[config.mk]
export PLATFORM = sky130hd
export DESIGN_NAME = x_rr_arb_mux
export DESIGN_NICKNAME = d
export VERILOG_FILES = /design/src/rtl/x_arb_pkg.sv /design/src/rtl/x_rr_pick.sv /design/src/rtl/x_rr_arb_mux.sv
export SDC_FILE = /design/constraint.sdc
export NUM_CORES = 1
export LEC_CHECK = 0
export ABC_AREA = 1
export CORE_UTILIZATION = 41
export CTS_CLUSTER_DIAMETER = 60
export DETAILED_ROUTE_END_ITERATION = 12
export PLACE_DENSITY = 0.95
export RECOVER_POWER = 25
export SYNTH_ARGS = -nofsm -noshare
export SYNTH_HDL_FRONTEND = slang
export SYNTH_SLANG_ARGS = --single-unit
export TNS_END_PERCENT = 10
[constraint.sdc]
create_clock -name clk -period 5.2 [get_ports clk]
set_clock_uncertainty 0.15 [all_clocks]
set_input_delay 0.78 -clock clk [delete_from_list [all_inputs] [get_ports clk]]
set_output_delay 0.78 -clock clk [all_outputs]
set_load 0.05 [all_outputs]
[src/rtl/x_arb_pkg.sv]
// Types and helpers shared by the switch arbiters: lock FSM encoding,
// index width sizing and a onehot-to-index encoder.
package x_arb_pkg;

  typedef enum logic {ST_IDLE = 1'b0, ST_LOCKED = 1'b1} lock_st_e;

  function automatic int idx_w(input int n);
    return (n > 1) ? $clog2(n) : 1;
  endfunction

  localparam int N_REQ_DEF = 4;
  localparam int IDX_W_DEF = idx_w(N_REQ_DEF);
  typedef logic [IDX_W_DEF-1:0] idx_t;

  // OR of set-bit positions; exact for onehot0 inputs of up to 32 bits.
  function automatic int oh2idx(input logic [31:0] oh);
    int r;
    r = 0;
    for (int i = 0; i < 32; i++)
      if (oh[i]) r = r | i;
    return r;
  endfunction

endpackage

[src/rtl/x_rr_pick.sv]
// Combinational round-robin pick: lowest requester above ptr, else lowest overall.
module x_rr_pick
  import x_arb_pkg::*;
#(
  parameter int N  = 4,
  parameter int IW = idx_w(N)
) (
  input  logic [N-1:0]  req,
  input  logic [IW-1:0] ptr,
  output logic [N-1:0]  gnt
);

  logic [N-1:0] masked, pick_m, pick_a;

  always_comb begin
    masked = '0;
    pick_m = '0;
    pick_a = '0;
    for (int i = 0; i < N; i++)
      masked[i] = req[i] & (i > int'(ptr));
    // Scan high to low so the lowest set index is the one left standing.
    for (int i = N-1; i >= 0; i--) begin
      if (masked[i]) begin
        pick_m    = '0;
        pick_m[i] = 1'b1;
      end
      if (req[i]) begin
        pick_a    = '0;
        pick_a[i] = 1'b1;
      end
    end
    gnt = (|masked) ? pick_m : pick_a;
  end

endmodule

[src/rtl/x_rr_arb_mux.sv]
// N-input round-robin arbiter + payload mux with packet lock and a
// one-entry registered output stage.
module x_rr_arb_mux
  import x_arb_pkg::*;
#(
  parameter  int N_REQ    = 4,
  parameter  int D_WIDTH  = 16,
  parameter  int LOCK_PKT = 1,
  localparam int IDX_W    = idx_w(N_REQ)
) (
  input  logic                       clk,
  input  logic                       rst,
  input  logic [N_REQ-1:0]           req_vld,
  input  logic [N_REQ-1:0]           req_last,
  input  logic [N_REQ*D_WIDTH-1:0]   req_data,
  output logic [N_REQ-1:0]           req_rdy,
  output logic                       out_vld,
  output logic                       out_last,
  output logic [D_WIDTH-1:0]         out_data,
  output logic [IDX_W-1:0]           out_id,
  input  logic                       out_rdy,
  output logic                       locked
);

  lock_st_e           st;
  logic [IDX_W-1:0]   ptr, lock_id, idx;
  logic [N_REQ-1:0]   rr_gnt, lock_oh, gnt;
  logic               slot_free, acc, sel_last;
  logic [D_WIDTH-1:0] sel_data;

  x_rr_pick #(.N(N_REQ), .IW(IDX_W)) u_pick (
    .req (req_vld),
    .ptr (ptr),
    .gnt (rr_gnt)
  );

  always_comb begin
    lock_oh = '0;
    for (int i = 0; i < N_REQ; i++)
      lock_oh[i] = (lock_id == IDX_W'(i));
  end

  assign slot_free = ~out_vld | out_rdy;
  // Grant is forced off while reset is held so no source sees ready.
  assign gnt       = rst ? '0 : ((st == ST_LOCKED) ? lock_oh : rr_gnt);
  assign req_rdy   = gnt & {N_REQ{slot_free}};
  assign acc       = (|(gnt & req_vld)) & slot_free;
  assign idx       = IDX_W'(oh2idx(32'(gnt)));
  assign sel_last  = |(gnt & req_last);
  assign locked    = (st == ST_LOCKED);

  always_comb begin
    sel_data = '0;
    for (int i = 0; i < N_REQ; i++)
      sel_data = sel_data | (req_data[i*D_WIDTH +: D_WIDTH] & {D_WIDTH{gnt[i]}});
  end

  always_ff @(posedge clk or posedge rst) begin
    if (rst) begin
      out_vld  <= 1'b0;
      out_last <= 1'b0;
      out_data <= '0;
      out_id   <= '0;
      st       <= ST_IDLE;
      lock_id  <= '0;
      ptr      <= IDX_W'(N_REQ-1);
    end else if (acc) begin
      out_vld  <= 1'b1;
      out_last <= sel_last;
      out_data <= sel_data;
      out_id   <= idx;
      if (LOCK_PKT != 0) begin
        st <= sel_last ? ST_IDLE : ST_LOCKED;
        if (!sel_last) lock_id <= idx;
      end
      if (LOCK_PKT == 0 || sel_last) ptr <= idx;
    end else if (slot_free) begin
      out_vld <= 1'b0;
    end
  end

endmodule

==> reports/results.tsv, run 1 <==
stage	metric	value	unit
global_routing	grt-busiest-layer	met2	
synth	ys_seq_elements	25	
die	fp.dieArea	4361	um2
global_routing	grt.total_usage	25.12	%
die	die_x	66.04	um
power_and_ir_drop	p_total	1.401	mW
global_routing	grt_pass1_wl	8.342	mm
cells_and_area	area_delta_synth_final	62.65	%
die	rows	22	
synth	yosysMostFrequentCell	nand2_1	
synth	synth_enable_flop_cells	0	
sta	finalHoldViolations	0	
route	drc_errors	0	
cells_and_area	layout-drive-gt1-share	4.830	%
hold_path	hold_end	out_data[10]$_DFFE_PP0P_	
hold_path	hp-start	out_data[10]$_DFFE_PP0P_	
die	start_util	44.27	%
placement	dpl_cell_area	2689	um2
clock_network	post_cts_buffers	0	
global_routing	grt_use_met1	29.02	%
sta	worst_slew_pin_slew	0.5901	ns
global_routing	grt_use_met2	45.15	%
clock_network	cts_sinks	25	
critical_path	rrSetupSlack	2.76	ns
clock_network	clock-root-buffer	clkbuf_8	
global_routing	grtUsageMet3	6.552	%
synth	synth_commonest_cells	nand2_1 (121), nand3_1 (49), dfrtp_1 (23)	
sta	setup_viol	0	
clock_network	cts_tree	built	
clock_network	clkTransAtPathRegs	0.08	ns
critical_path	cp_data_arrival_time	2.99	ns
placement	gp_congestion	0.8640	
placement	port_buffers	99	
global_routing	antenna_found_initial	0	
synth	synthesis.nets	331	
hold_path	min_path_type	flop to flop	
placement	dp_hpwl	4.000	mm
die	coreArea	3799	um2
synth	synthTopCellsByArea	dfrtp_1 (34%), nand2_1 (27%), nand3_1 (15%)	
global_routing	grt_overflow	0	
synth	synthArstFlopShare	100.0	%
critical_path	critPathLaunchType	input pin	
cells_and_area	final_area	2735	um2
critical_path	critPathCaptureType	output port	
synth	synth_cell_types	21	
clock_network	cts-buffers-inserted	3	
route	routed_via_density	5.223	
power_and_ir_drop	leakage	1.273	nW
sta	rsz0062_at_grt	false	
clock_network	insertion_delay	0.26	ns
global_routing	grt_max_degree	29	
route	wl_per_cell	13.47	um
critical_path	required	4.27	ns
route	first_iter_violations	107	
sta	slew_headroom	60.52	%
status	status	completed	
job	drv_cap	0	
critical_path	criticalPathCategory	input pin to output port	
clock_network	clock_path_buffers	2	
route	routed_wl	5.387	mm
synth	yosysWarnings	0	
hold_path	hold_path_depth	2	
cells_and_area	n_antenna_cell	0	
critical_path	r2r-end	out_data[3]$_DFFE_PP0P_	
sta	finalCriticalPeriod	3.918	ns
sta	finalCritPeriodShare	75.34	%
synth	synth_top_cell_by_area	dfrtp_1	
clock_network	ctsHoldBuffers	0	
synth	synth_top_area_share	34.23	%
synth	netlist_area	1682	um2
synth	netlist_instances	256	
sta	final_max_slew_viol_count	0	
power_and_ir_drop	ir_drop	0.0004887	V
critical_path	worstPathMaxFanout	19	
synth	ys_seq_area_share	37.35	%
sta	setup_tns	0	ns
global_routing	grt_pass1_vias	1889	
synth	ys_dominant_reg_cell	dfrtp_1	
die	dieHeight	66.04	um
cells_and_area	fin_util	72.00	%
cells_and_area	nFillCells	317	
die	io_pins	100	
critical_path	crit_start	req_vld[1]	
cells_and_area	seqCellArea	628.1	um2
route	drt_pass1_iterations	4	
route	antenna_left	0	
route	vias	2089	
critical_path	r2r_cells	11	
power_and_ir_drop	power.density	512.2	nW/um2
synth	synth_area_per_cell	6.569	um2
cells_and_area	fin_nets	428	
cells_and_area	multi_input_area	939.7	um2
critical_path	r2r_start	ptr[1]$_DFFE_PP1P_	
clock_network	htree_num_levels	1	
sta	fmax	255.3	MHz
clock_network	ctsResizeCount	0	
-- layer usage --
metal | routed length [um] | share of wire (%)
met2 | 2631 | 49
met1 | 2071 | 38
met5 | 0 | 0
met3 | 654 | 12
met4 | 29 | 0.54
-- logic make-up after synthesis --
| family | share of synthesized area, % |
|---|---|
| and+or+nand+nor | 53.94 |
| DFF | 37.35 |
| buffers and inverters | 6.770 |
| AOI/OAI and AO/OA | 1.934 |
-- worst max-delay path by stage --
stage / endpoint / slack [ns]
2_1_floorplan: req_rdy[3] / 2.02
3_3_place_gp: req_rdy[1] / 1.37
3_5_place_dp: req_rdy[1] / 1.29
4_1_cts: req_rdy[1] / 1.28
5_1_grt: req_rdy[3] / 1.20
6_report: req_rdy[1] / 1.28
-- critical path: stages --
cell and delay, ns:
clkdlybuf4s50_1 0.54, inv_1 0.07, nor2_1 0.10, nand4_1 0.13, nand2_2 0.32, nand2_1 0.12, nor2_1 0.12, clkdlybuf4s50_1 0.81
-- layout by cell type, fill, tap and decap left out --
| cell type | instances |
|---|---|
| dfrtp_1 | 23 |
| nand4_1 | 19 |
| clkinv_2 | 1 |
| inv_2 | 1 |
| clkdlybuf4s50_1 | 98 |
| nor2_8 | 1 |
| inv_1 | 10 |
| buf_4 | 3 |
| nand3_1 | 49 |
| nand3b_1 | 1 |
| nand2_1 | 121 |
| nor2_4 | 1 |
| a21oi_1 | 2 |
| nand2_2 | 2 |
| dlygate4sd3_1 | 1 |
| dfstp_2 | 2 |
| a21oi_2 | 2 |
| clkbuf_8 | 3 |
| nor2_1 | 10 |
| inv_4 | 1 |
| o21ai_0 | 1 |
-- flip-flops by register name (all words and copies together), names as in the netlist --
name and count:
locked 1, out_vld 1, lock_id 2, ptr 2
out_id 2, out_data 16, out_last 1
-- metrics by stage --
| stage | worst slack [ns] | instances | hold WS, ns |
|---|---|---|---|
| after detailed placement | 1.292 | 396 | 0.3079 |
| after global routing | 1.204 | 400 | 0.3498 |
| after global placement | 1.374 | 396 | 0.3029 |
| after floorplan | 2.018 | 256 | 0.3010 |
| after CTS | 1.277 | 400 | 0.3290 |
| final | 1.282 | 400 | 0.3232 |
-- report_power, final --
group	internal, mW	switching (mW)	leakage [nW]	total, mW
registers	0.279	0.0565	0.317	0.335
clock network	0.0535	0.0592	0.0255	0.113
logic	0.311	0.642	0.930	0.953
-- final cells by class --
type,count,area share (%)
timing repair buffer,102,37.05
multi-input combinational,209,34.36
sequential,25,22.96
tap,48,2.196
inverter,12,1.738
clock buffer,3,1.510
clock inverter,1,0.1830
No activity file was read; power rests on OpenSTA's default activity.
==> inputs of run 2 (changes only) <==
--- a/config.mk
+++ b/config.mk
@@ -6,10 +6,10 @@
 export NUM_CORES = 1
 export LEC_CHECK = 0
 export ABC_AREA = 1
-export CORE_UTILIZATION = 41
+export CORE_UTILIZATION = 38
 export CTS_CLUSTER_DIAMETER = 60
 export DETAILED_ROUTE_END_ITERATION = 12
-export PLACE_DENSITY = 0.95
+export PLACE_DENSITY = 0.9
 export RECOVER_POWER = 25
 export SYNTH_ARGS = -nofsm -noshare
 export SYNTH_HDL_FRONTEND = slang
==> constraint.sdc (replaced) <==
create_clock -name clk -period 3.9 [get_ports clk]
set_clock_uncertainty 0.15 [all_clocks]
set_input_delay 0.585 -clock clk [delete_from_list [all_inputs] [get_ports clk]]
set_output_delay 0.585 -clock clk [all_outputs]
set_load 0.05 [all_outputs]
==> reports/results.tsv, run 2 (synthesis gave the netlist of run 1 again) <==
stage	metric	value	unit
sta	finalCriticalPeriod	3.318	ns
cells_and_area	largest_reg_flops	16	
cells_and_area	max_flop_register	out_data	
sta	finalHoldViolations	0	
hold_path	min_path_type	flop to flop	
route	first_iter_violations	80	
critical_path	required	3.16	ns
clock_network	cts-buffers-inserted	3	
route	drc_errors	0	
sta	finalCritPeriodShare	85.08	%
die	die_x	68.52	um
clock_network	clock-root-buffer	clkbuf_8	
route	highest_layer	met4	
cells_and_area	final_cell_mix	nand2_1 (121), clkdlybuf4s50_1 (96), nand3_1 (49)	
job	drv_cap	0	
global_routing	grt_overflow	0	
placement	gp_congestion	0.9242	
status	status	completed	
global_routing	grt_max_degree	25	
route	wl_per_cell	13.88	um
route	drt_pass1_iterations	5	
clock_network	ctsResizeCount	0	
sta	final_max_slew_viol_count	0	
clock_network	clkTransAtPathRegs	0.09	ns
clock_network	htree_num_levels	1	
global_routing	grt_pass1_wl	8.790	mm
global_routing	antenna_found_initial	0	
die	io_pins	100	
placement	dp_hpwl	4.148	mm
cells_and_area	nFillCells	364	
route	vias	2103	
sta	rsz0062_at_grt	false	
clock_network	cts_tree	built	
route	routed_wl	5.594	mm
route	met2_length	2.777	mm
critical_path	critPathLaunchType	input pin	
placement	port_buffers	99	
cells_and_area	final_common_cell	nand2_1	
clock_network	insertion_delay	0.27	ns
clock_network	cts_sinks	25	
cells_and_area	n_antenna_cell	0	
cells_and_area	fin_util	66.86	%
global_routing	grt_pass1_vias	2010	
clock_network	clock_path_buffers	2	
sta	setup_viol	0	
die	dieHeight	68.52	um
cells_and_area	layout-drive-gt1-share	5.382	%
sta	setup_tns	0	ns
die	rows	23	
route	antenna_left	0	
die	coreArea	4115	um2
global_routing	grt.total_usage	25.25	%
cells_and_area	fin_nets	429	
power_and_ir_drop	power.density	689.0	nW/um2
die	start_util	40.86	%
critical_path	worstPathMaxFanout	5	
critical_path	critPathCaptureType	output port	
sta	fmax	301.4	MHz
power_and_ir_drop	leakage	1.277	nW
route	wl_met3	552	um
sta	slew_headroom	18.76	%
power_and_ir_drop	ir_drop	0.0005319	V
cells_and_area	area_delta_synth_final	63.62	%
critical_path	cp_data_arrival_time	2.58	ns
die	fp.dieArea	4695	um2
route	wl_met1	2.231	mm
sta	worst_slew_pin_slew	1.219	ns
clock_network	post_cts_buffers	0	
critical_path	criticalPathCategory	input pin to output port	
clock_network	ctsHoldBuffers	0	
route	routed_via_density	5.218	
-- run 2: path summary, 6_finish.rpt --
| kind | depth (start not counted) | slack (ns) | to | startpoint |
|---|---|---|---|---|
| setup / recovery | 9 | 0.58 | req_rdy[2] | req_vld[1] |
| hold / removal | 2 | 0.33 | out_data[5]$_DFFE_PP0P_ | out_data[5]$_DFFE_PP0P_ |
| setup reg to reg | 11 | 1.47 | out_data[12]$_DFFE_PP0P_ | ptr[1]$_DFFE_PP1P_ |
| hold reg to reg | 2 | 0.33 | out_data[5]$_DFFE_PP0P_ | out_data[5]$_DFFE_PP0P_ |
| max in group asynchronous | 3 | 1.66 | out_data[12]$_DFFE_PP0P_ | rst |
| min in group asynchronous | 2 | 0.58 | out_last$_DFFE_PP0P_ | rst |
-- run 2: power breakdown --
group / switching (mW) / internal (mW)
logic: 0.870 / 0.423
clock network: 0.0812 / 0.0723
registers: 0.0770 / 0.372
-- run 2: per-stage QoR --
stage | setup slack, ns | hold slack [ns] | instance area (um2) | std cells | power [mW]
after global routing | 0.4229 | 0.3571 | 2751 | 403 | 2.045
after detailed placement | 0.6191 | 0.3088 | 2706 | 399 | 1.751
after floorplan | 1.043 | 0.3010 | 1682 | 256 | 1.333
after global placement | 0.6591 | 0.3024 | 2706 | 399 | 1.728
after CTS | 0.6042 | 0.3303 | 2755 | 403 | 1.910
final | 0.5820 | 0.3250 | 2751 | 403 | 1.896
-- run 2: critical path, cell delays in order --
cell	delay [ns]
clkdlybuf4s50_1	0.49
nor2_1	0.18
nand3_1	0.10
nand2_1	0.07
nand2_1	0.05
nand2_1	0.09
nand2_1	0.10
nor2_1	0.11
clkdlybuf4s50_1	0.81
-- run 2: final cells by class --
type                       count  area [um2]  share of cell area [%]
clock buffer                   3       41.29                   1.501
clock inverter                 1       7.507                  0.2729
inverter                      12       47.55                   1.728
multi-input combinational    209       939.7                   34.15
sequential                    25       628.1                   22.83
tap                           50       62.56                   2.274
timing repair buffer         103        1025                   37.24
-- run 2: layer usage --
| layer | GRT usage (%) | vias up |
|---|---|---|
| met1 | 29.37 | 953 |
| li1 | - | 1042 |
| met2 | 46.08 | 102 |
| met4 | 6.250 | 0 |
| met5 | 0 | - |
| met3 | 6.086 | 6 |
